File: src/rtl/sprite_pkg.sv
// Shared widths, FSM encoding and attribute record for the sprite fetch sequencer.
package sprite_pkg;

  localparam int DIM_W  = 6;
  localparam int ANIM_W = 3;

  typedef enum logic [1:0] {
    ST_IDLE  = 2'd0,
    ST_LATCH = 2'd1,
    ST_SCAN  = 2'd2,
    ST_DONE  = 2'd3
  } state_t;

  typedef struct packed {
    logic [DIM_W-1:0]  width;
    logic [DIM_W-1:0]  height;
    logic [ANIM_W-1:0] anim_steps;
  } sprite_attr_t;

  // Steps of 0 or 1 pin the frame at 0, since frame+1 >= steps always holds.
  function automatic logic [ANIM_W-1:0] frame_next(input logic [ANIM_W-1:0] frame,
                                                   input logic [ANIM_W-1:0] steps);
    logic [ANIM_W:0] inc;
    inc = {1'b0, frame} + (ANIM_W+1)'(1);
    if (inc >= {1'b0, steps}) return '0;
    return inc[ANIM_W-1:0];
  endfunction

endpackage

File: src/rtl/sprite_fetch_seq_if.sv
// Attribute-bus and pixel-address handshake bundle of sprite_fetch_seq.
// The hflip signal exists only when SPRITE_HFLIP_EN is defined.
interface sprite_fetch_seq_if #(parameter int ADDR_W = 15);
  import sprite_pkg::*;

  logic              start;
  logic              attr_oe;
  logic [DIM_W-1:0]  bus_width;
  logic [DIM_W-1:0]  bus_height;
  logic [ANIM_W-1:0] bus_anim_steps;
  logic              frame_tick;
  logic              pix_valid;
  logic              pix_ready;
  logic [ADDR_W-1:0] pix_addr;
  logic [DIM_W-1:0]  pix_x;
  logic [DIM_W-1:0]  pix_y;
  logic              busy;
  logic              done;
`ifdef SPRITE_HFLIP_EN
  logic              hflip;
`endif

  modport master (
`ifdef SPRITE_HFLIP_EN
    output hflip,
`endif
    output start, bus_width, bus_height, bus_anim_steps, frame_tick, pix_ready,
    input  attr_oe, pix_valid, pix_addr, pix_x, pix_y, busy, done
  );

  modport slave (
`ifdef SPRITE_HFLIP_EN
    input  hflip,
`endif
    input  start, bus_width, bus_height, bus_anim_steps, frame_tick, pix_ready,
    output attr_oe, pix_valid, pix_addr, pix_x, pix_y, busy, done
  );

endinterface

File: src/rtl/sprite_anim_counter.sv
// Animation frame counter: immediate update in IDLE, one collapsed pending tick applied at DONE.
module sprite_anim_counter
  import sprite_pkg::*;
(
  input  logic              clock,
  input  logic              reset,
  input  logic              i_tick,
  input  logic              i_idle,
  input  logic              i_apply,
  input  logic [ANIM_W-1:0] i_anim_steps,
  output logic [ANIM_W-1:0] o_frame
);

  logic [ANIM_W-1:0] r_frame;
  logic              r_pending;

  // NOTE: sequential state uses <= so every register sees pre-edge values of its peers.
  always_ff @(posedge clock or posedge reset) begin
    if (reset) begin
      r_frame   <= '0;
      r_pending <= 1'b0;
    end else if (i_idle) begin
      if (i_tick) r_frame <= frame_next(r_frame, i_anim_steps);
    end else if (i_apply) begin
      // A tick landing in the DONE cycle itself merges with any pending one.
      if (r_pending || i_tick) r_frame <= frame_next(r_frame, i_anim_steps);
      r_pending <= 1'b0;
    end else if (i_tick) begin
      r_pending <= 1'b1;
    end
  end

  assign o_frame = r_frame;

endmodule

File: src/rtl/sprite_fetch_seq.sv
// Sprite pixel-address sequencer: latches attributes, then scans width x height addresses.
// Optional horizontal mirroring of pix_addr is built when SPRITE_HFLIP_EN is defined.
module sprite_fetch_seq
  import sprite_pkg::*;
#(
  parameter int ADDR_W = 15
) (
  input  logic               clock,
  input  logic               reset,
  sprite_fetch_seq_if.slave  bus
);

  state_t            r_state, w_next;
  sprite_attr_t      r_attr, w_bus_attr;
  logic [DIM_W-1:0]  r_x, r_y;
  logic [ADDR_W-1:0] r_row_base, w_addr;
  logic [ANIM_W-1:0] w_frame;
  logic              w_xfer, w_last_col, w_last_row;
  logic              w_attr_oe, w_valid, w_busy, w_done;
`ifdef SPRITE_HFLIP_EN
  logic              r_hflip;
`endif

  assign w_bus_attr = '{width: bus.bus_width, height: bus.bus_height,
                        anim_steps: bus.bus_anim_steps};
  assign w_xfer     = (r_state == ST_SCAN) && bus.pix_ready;
  assign w_last_col = (r_x == r_attr.width - DIM_W'(1));
  assign w_last_row = (r_y == r_attr.height - DIM_W'(1));

  always_ff @(posedge clock or posedge reset) begin
    if (reset) r_state <= ST_IDLE;
    else       r_state <= w_next;
  end

  // NOTE: every output gets a default before the case so no path infers a latch.
  always_comb begin
    w_next    = r_state;
    w_attr_oe = 1'b0;
    w_valid   = 1'b0;
    w_busy    = 1'b1;
    w_done    = 1'b0;
    case (r_state)
      ST_IDLE: begin
        w_busy = 1'b0;
        if (bus.start) w_next = ST_LATCH;
      end
      ST_LATCH: begin
        w_attr_oe = 1'b1;
        if (bus.bus_width == '0 || bus.bus_height == '0) w_next = ST_DONE;
        else                                              w_next = ST_SCAN;
      end
      ST_SCAN: begin
        w_valid = 1'b1;
        if (w_xfer && w_last_col && w_last_row) w_next = ST_DONE;
      end
      ST_DONE: begin
        w_done = 1'b1;
        w_next = ST_IDLE;
      end
      default: w_next = ST_IDLE;
    endcase
  end

  // Scan origin is computed from the bus values being latched on the same edge.
  always_ff @(posedge clock or posedge reset) begin
    if (reset) begin
      r_attr     <= '0;
      r_x        <= '0;
      r_y        <= '0;
      r_row_base <= '0;
`ifdef SPRITE_HFLIP_EN
      r_hflip    <= 1'b0;
`endif
    end else begin
      case (r_state)
        ST_LATCH: begin
          r_attr     <= w_bus_attr;
          r_x        <= '0;
          r_y        <= '0;
          r_row_base <= ADDR_W'(w_frame) * ADDR_W'(bus.bus_width) * ADDR_W'(bus.bus_height);
`ifdef SPRITE_HFLIP_EN
          r_hflip    <= bus.hflip;
`endif
        end
        ST_SCAN: begin
          if (w_xfer) begin
            if (w_last_col) begin
              r_x        <= '0;
              r_y        <= r_y + DIM_W'(1);
              r_row_base <= r_row_base + ADDR_W'(r_attr.width);
            end else begin
              r_x <= r_x + DIM_W'(1);
            end
          end
        end
        default: ;
      endcase
    end
  end

`ifdef SPRITE_HFLIP_EN
  assign w_addr = r_hflip ? r_row_base + ADDR_W'(r_attr.width - DIM_W'(1) - r_x)
                          : r_row_base + ADDR_W'(r_x);
`else
  assign w_addr = r_row_base + ADDR_W'(r_x);
`endif

  sprite_anim_counter u_anim (
    .clock        (clock),
    .reset        (reset),
    .i_tick       (bus.frame_tick),
    .i_idle       (r_state == ST_IDLE),
    .i_apply      (r_state == ST_DONE),
    .i_anim_steps (r_attr.anim_steps),
    .o_frame      (w_frame)
  );

  assign bus.attr_oe   = w_attr_oe;
  assign bus.pix_valid = w_valid;
  assign bus.busy      = w_busy;
  assign bus.done      = w_done;
  assign bus.pix_addr  = w_valid ? w_addr : '0;
  assign bus.pix_x     = w_valid ? r_x    : '0;
  assign bus.pix_y     = w_valid ? r_y    : '0;

endmodule

File: src/flat_wrapper.sv
// flat-port wrapper written by rule: the top's interface ports become plain ports
module sprite_fetch_seq_flat import sprite_pkg::*;
#(
  parameter int ADDR_W = 15
)
  (clock, reset, bus_start, bus_bus_width, bus_bus_height, bus_bus_anim_steps, bus_frame_tick, bus_pix_ready, bus_attr_oe, bus_pix_valid, bus_pix_addr, bus_pix_x, bus_pix_y, bus_busy, bus_done);
  sprite_fetch_seq_if #(.ADDR_W(ADDR_W)) bus_i ();
  input  logic clock;
  input  logic reset;
  input wire logic [$bits(bus_i.start)-1:0] bus_start;
  input wire logic [$bits(bus_i.bus_width)-1:0] bus_bus_width;
  input wire logic [$bits(bus_i.bus_height)-1:0] bus_bus_height;
  input wire logic [$bits(bus_i.bus_anim_steps)-1:0] bus_bus_anim_steps;
  input wire logic [$bits(bus_i.frame_tick)-1:0] bus_frame_tick;
  input wire logic [$bits(bus_i.pix_ready)-1:0] bus_pix_ready;
  output wire logic [$bits(bus_i.attr_oe)-1:0] bus_attr_oe;
  output wire logic [$bits(bus_i.pix_valid)-1:0] bus_pix_valid;
  output wire logic [$bits(bus_i.pix_addr)-1:0] bus_pix_addr;
  output wire logic [$bits(bus_i.pix_x)-1:0] bus_pix_x;
  output wire logic [$bits(bus_i.pix_y)-1:0] bus_pix_y;
  output wire logic [$bits(bus_i.busy)-1:0] bus_busy;
  output wire logic [$bits(bus_i.done)-1:0] bus_done;
  assign bus_i.start = bus_start;
  assign bus_i.bus_width = bus_bus_width;
  assign bus_i.bus_height = bus_bus_height;
  assign bus_i.bus_anim_steps = bus_bus_anim_steps;
  assign bus_i.frame_tick = bus_frame_tick;
  assign bus_i.pix_ready = bus_pix_ready;
  assign bus_attr_oe = bus_i.attr_oe;
  assign bus_pix_valid = bus_i.pix_valid;
  assign bus_pix_addr = bus_i.pix_addr;
  assign bus_pix_x = bus_i.pix_x;
  assign bus_pix_y = bus_i.pix_y;
  assign bus_busy = bus_i.busy;
  assign bus_done = bus_i.done;
  sprite_fetch_seq #(.ADDR_W(ADDR_W)) u_core (.clock(clock), .reset(reset), .bus(bus_i));
endmodule
File: config.mk
export PLATFORM = sky130hd
export DESIGN_NAME = sprite_fetch_seq_flat
export DESIGN_NICKNAME = d
export VERILOG_FILES = /design/src/rtl/sprite_pkg.sv /design/src/rtl/sprite_fetch_seq_if.sv /design/src/rtl/sprite_anim_counter.sv /design/src/rtl/sprite_fetch_seq.sv /design/src/flat_wrapper.sv
export SDC_FILE = /design/constraint.sdc
export NUM_CORES = 1
export LEC_CHECK = 0
export ABC_AREA = 1
export BUFFER_PORTS_ARGS = -buffer_cell sky130_fd_sc_hd__buf_2
export CAP_MARGIN = 5
export CORE_ASPECT_RATIO = 0.9
export CORE_MARGIN = 4
export CORE_UTILIZATION = 25
export DETAILED_ROUTE_END_ITERATION = 10
export GPL_TIMING_DRIVEN = 0
export SYNTH_ARGS = -nofsm -noshare
export SYNTH_HDL_FRONTEND = slang
export SYNTH_SLANG_ARGS = --single-unit
File: constraint.sdc
create_clock -name clock -period 6.5 [get_ports clock]
set_input_delay 0.65 -clock clock [delete_from_list [all_inputs] [get_ports clock]]
set_output_delay 0.65 -clock clock [all_outputs]
set_load 0.05 [all_outputs]
==> key figures <==
Timing
  • Rel. slew slack: 58.93%
  • Endpoints failing setup: 0
  • Fmax: 174.0 MHz
  • Skew final: 0.008039 ns
  • Setup TNS: 0 ns
  • Slew @ Worst Pin: 0.6161 ns
  • Final Cycle Share: 88.44%
  • Minimum clock period: 5.748 ns
  • Unrepaired setup endpoints after global routing: no
  • Final WS setup: 0.7517 ns
  • Final Hold Fails: 0
  • Max Slew Vio Count: 0

Worst setup path
  • Worst Path Required: 6.73 ns
  • Worst setup SP type: flop
  • Critical R2R Launch: u_core.u_anim.o_frame[2]$_DFFE_PP0P_
  • Reg-to-reg setup timing slack: 0.75 ns
  • CP top delay family: adder cells
  • Worst path most repeated cell: nand2_1
  • Critical Path Fanout Max: 8
  • Crit path kind: flop to flop
  • CP max-delay cell: fa_1
  • RR Endpoint: u_core.r_row_base[14]$_DFFE_PP0P_
  • Worst path bufs/invs: 4
  • Data arrival time of the critical path: 5.98 ns
  • Worst r2r path cells: 26
  • Worst setup EP type: flop
  • Critical Path Max Stage Delay: 0.55 ns

Clocking
  • Post-CTS Hold Buffers: 0
  • Register clock-pin slew on the reported worst setup and hold paths: 0.07 ns
  • Number of gates resized after CTS: 0
  • CTS tree: yes
  • Clk_lat worst skew: 0.30 ns
  • Clock Sinks: 48
  • H-tree levels: 2
  • Worst-case clock buffer depth: 2
  • CTS Buf Count: 5
  • # Post-CTS Setup Buffers: 0
  • Clock root buffer master: clkbuf_16

Power and ir drop
  • PD cells: 459.9 nW/um2
  • P_leak: 3.791 nW
  • Flop pwr share: 17.6%
  • Comb pwr share: 72.5%
  • Worst IR Drop VDD: 0.1580 mV
  • Clock Power Share: 9.9%
  • Switching portion of total power: 55.59%
  • P_sw: 0.001697 W
  • Pint: 0.001356 W

Floorplan
  • Die Wd: 168.9 um
  • Core area: 22,710 um2
  • Die Footprint: 25,820 um2
  • Row cnt: 52
  • Die height: 152.9 um
  • Starting Density: 25.67%
  • I/O pins: 51

Routing
  • Post-DR wirelength/cell: 12.59 um
  • Detailed-route DRC error count: 0
  • Drt pass-1 iters: 5
  • Vias/cell: 4.509
  • WL final: 15,420 um
  • Final antenna-violating net count: 0
  • DR iter-0 viols: 365
  • Total number of vias: 5,523

Placed design
  • Hpwl dp: 12,700 um
  • Pre-CTS setup slack: 0.6597 ns
  • Final Wtd Congestion: 0.8405
  • Port bufs: 49

Synth
  • Distinct cell type count of the synthesized netlist: 33
  • Synth Instances: 870
  • Adder-cell share of the synthesized area: 24.17%
  • Synth warn: 0
  • FF+latch count, synth: 48
  • Post-synthesis compound-gate area fraction: 9.682%
  • Synthesized area: 5828 um2
  • Register area share after synthesis: 20.61%
  • Post-synthesis mux area share: 0.5152%
  • Syn avg cell area: 6.699 um2
  • Synth Area in XOR/XNOR: 3.607%
  • Post-synthesis simple-gate area fraction: 30.01%
  • Largest family of logic cells by synthesized area: simple AND/OR/NAND/NOR gates
  • Mapped Nets: 981

Global routing
  • Largest net degree at the start of global routing: 35
  • Tot GR Track Use: 12.48%
  • GRT overflow: 0
  • Initial antenna violation count: 0
  • First-pass GRT wire length: 26,820 um
  • Vias in the first global route: 5,390

Cells and area
  • Layout cells sized above 1: 8.297%
  • Nets: 1,038
  • Area growth, synth to finish: 13.89%
  • Most frequent cells in the layout: nand2_1, inv_1, nor2_1, nand3_1, ha_1
  • Fillers: 2,495
  • # diodes: 0
  • Commonest non-fill, non-tap cell in the layout: nand2_1

Worst hold path
  • Hold crit path type: input port to asynchronous set/reset pin

Flow run
  • # Max-Cap Violations: 0

Run status
  • Outcome: finished, final reports clean
through the flow:
stage                     cells  hold slack [ns]  area (um2)  total power (W)  utilization [%]
after floorplan             870           0.4459        5828         0.002220                -
after global placement     1216           0.4754        6445         0.002730            28.38
after detailed placement   1217           0.4758        6465         0.002755            28.47
after CTS                  1225           0.3176        6638         0.003075            29.23
after global routing       1225           0.3429        6638         0.003447            29.23
final                      1225           0.3112        6638         0.003053            29.23
per-layer routing:
layer,global-route usage [%],share of wire (%),vias to the layer above
li1,-,-,2818
met1,18.11,50,2566
met2,20.38,44,132
met3,1.240,5.0,7
met4,2.202,0.89,0
met5,0,0,-
synthesized netlist by cell type (all sizes together):
| cell | n | share of area, % |
|---|---|---|
| nand2 | 271 | 18 |
| inv | 151 | 9.7 |
| nor2 | 75 | 4.9 |
| nand3 | 59 | 5.1 |
| ha | 55 | 12 |
| o21ai | 52 | 4.5 |
| dfrtp | 48 | 21 |
| a21oi | 37 | 3.2 |
| fa | 36 | 12 |
| xor2 | 17 | 2.6 |
| clkbuf | 12 | 0.77 |
| nand4 | 10 | 1.2 |
| buf | 8 | 0.90 |
| a21o | 7 | 0.90 |
| xnor2 | 7 | 1.1 |
| nor3 | 6 | 0.52 |
| or2 | 5 | 0.54 |
| mux2i | 3 | 0.52 |
| o22ai | 3 | 0.32 |
| a21boi | 2 | 0.32 |
| o21bai | 2 | 0.26 |
| a31oi | 1 | 0.11 |
| nand3b | 1 | 0.13 |
| nor3b | 1 | 0.13 |
| o211ai | 1 | 0.13 |
registers in the layout, summed over array words and instances (netlist names):
register and flops:
u_core.r_attr 15, u_core.r_row_base 15, u_core.r_state 2, u_core.r_x 6
u_core.r_y 6, u_core.u_anim.o_frame 3, u_core.u_anim.r_pending 1
worst max path at each step:
stage | startpoint | end | slack [ns] | depth (start not counted)
floorplan | bus_bus_width[2] | u_core.r_row_base[8]$_DFFE_PP0P_ | 1.30 | 23
global route | u_core.u_anim.o_frame[2]$_DFFE_PP0P_ | u_core.r_row_base[14]$_DFFE_PP0P_ | 0.23 | 26
detailed placement | bus_bus_width[2] | u_core.r_row_base[8]$_DFFE_PP0P_ | 0.66 | 24
CTS | u_core.u_anim.o_frame[2]$_DFFE_PP0P_ | u_core.r_row_base[8]$_DFFE_PP0P_ | 0.73 | 24
finish | u_core.u_anim.o_frame[2]$_DFFE_PP0P_ | u_core.r_row_base[14]$_DFFE_PP0P_ | 0.75 | 26
global placement | bus_bus_width[2] | u_core.r_row_base[14]$_DFFE_PP0P_ | 0.70 | 26
layout make-up:
cell class / count / area (um2) / share of cell area (%)
multi-input combinational: 651 / 3963 / 59.70
clock inverter: 3 / 47.55 / 0.7163
buffer: 20 / 97.59 / 1.470
tap: 297 / 371.6 / 5.598
timing repair buffer: 50 / 265.3 / 3.996
inverter: 151 / 566.8 / 8.539
sequential: 48 / 1201 / 18.10
clock buffer: 5 / 125.1 / 1.885
power groups by stage:
stage,clock (W),sequential (W),combinational (W)
global route,0.000322,0.000554,0.00257
finish,0.000303,0.000537,0.00221
global placement,0,0.000538,0.00219
floorplan,0,0.000498,0.00172
detailed placement,0,0.000540,0.00221
CTS,0.000310,0.000536,0.00223
cell families (layout without fill, tap and decap cells):
family          Yosys count  in the layout
mux                       3              3
fa+ha+maj                91             91
flops                    48             48
compound gates          105            105
xor+xnor                 24             24
simple gates            428            428
buf+inv                 171            229
Note: power is estimated with default switching activity, not from simulation.
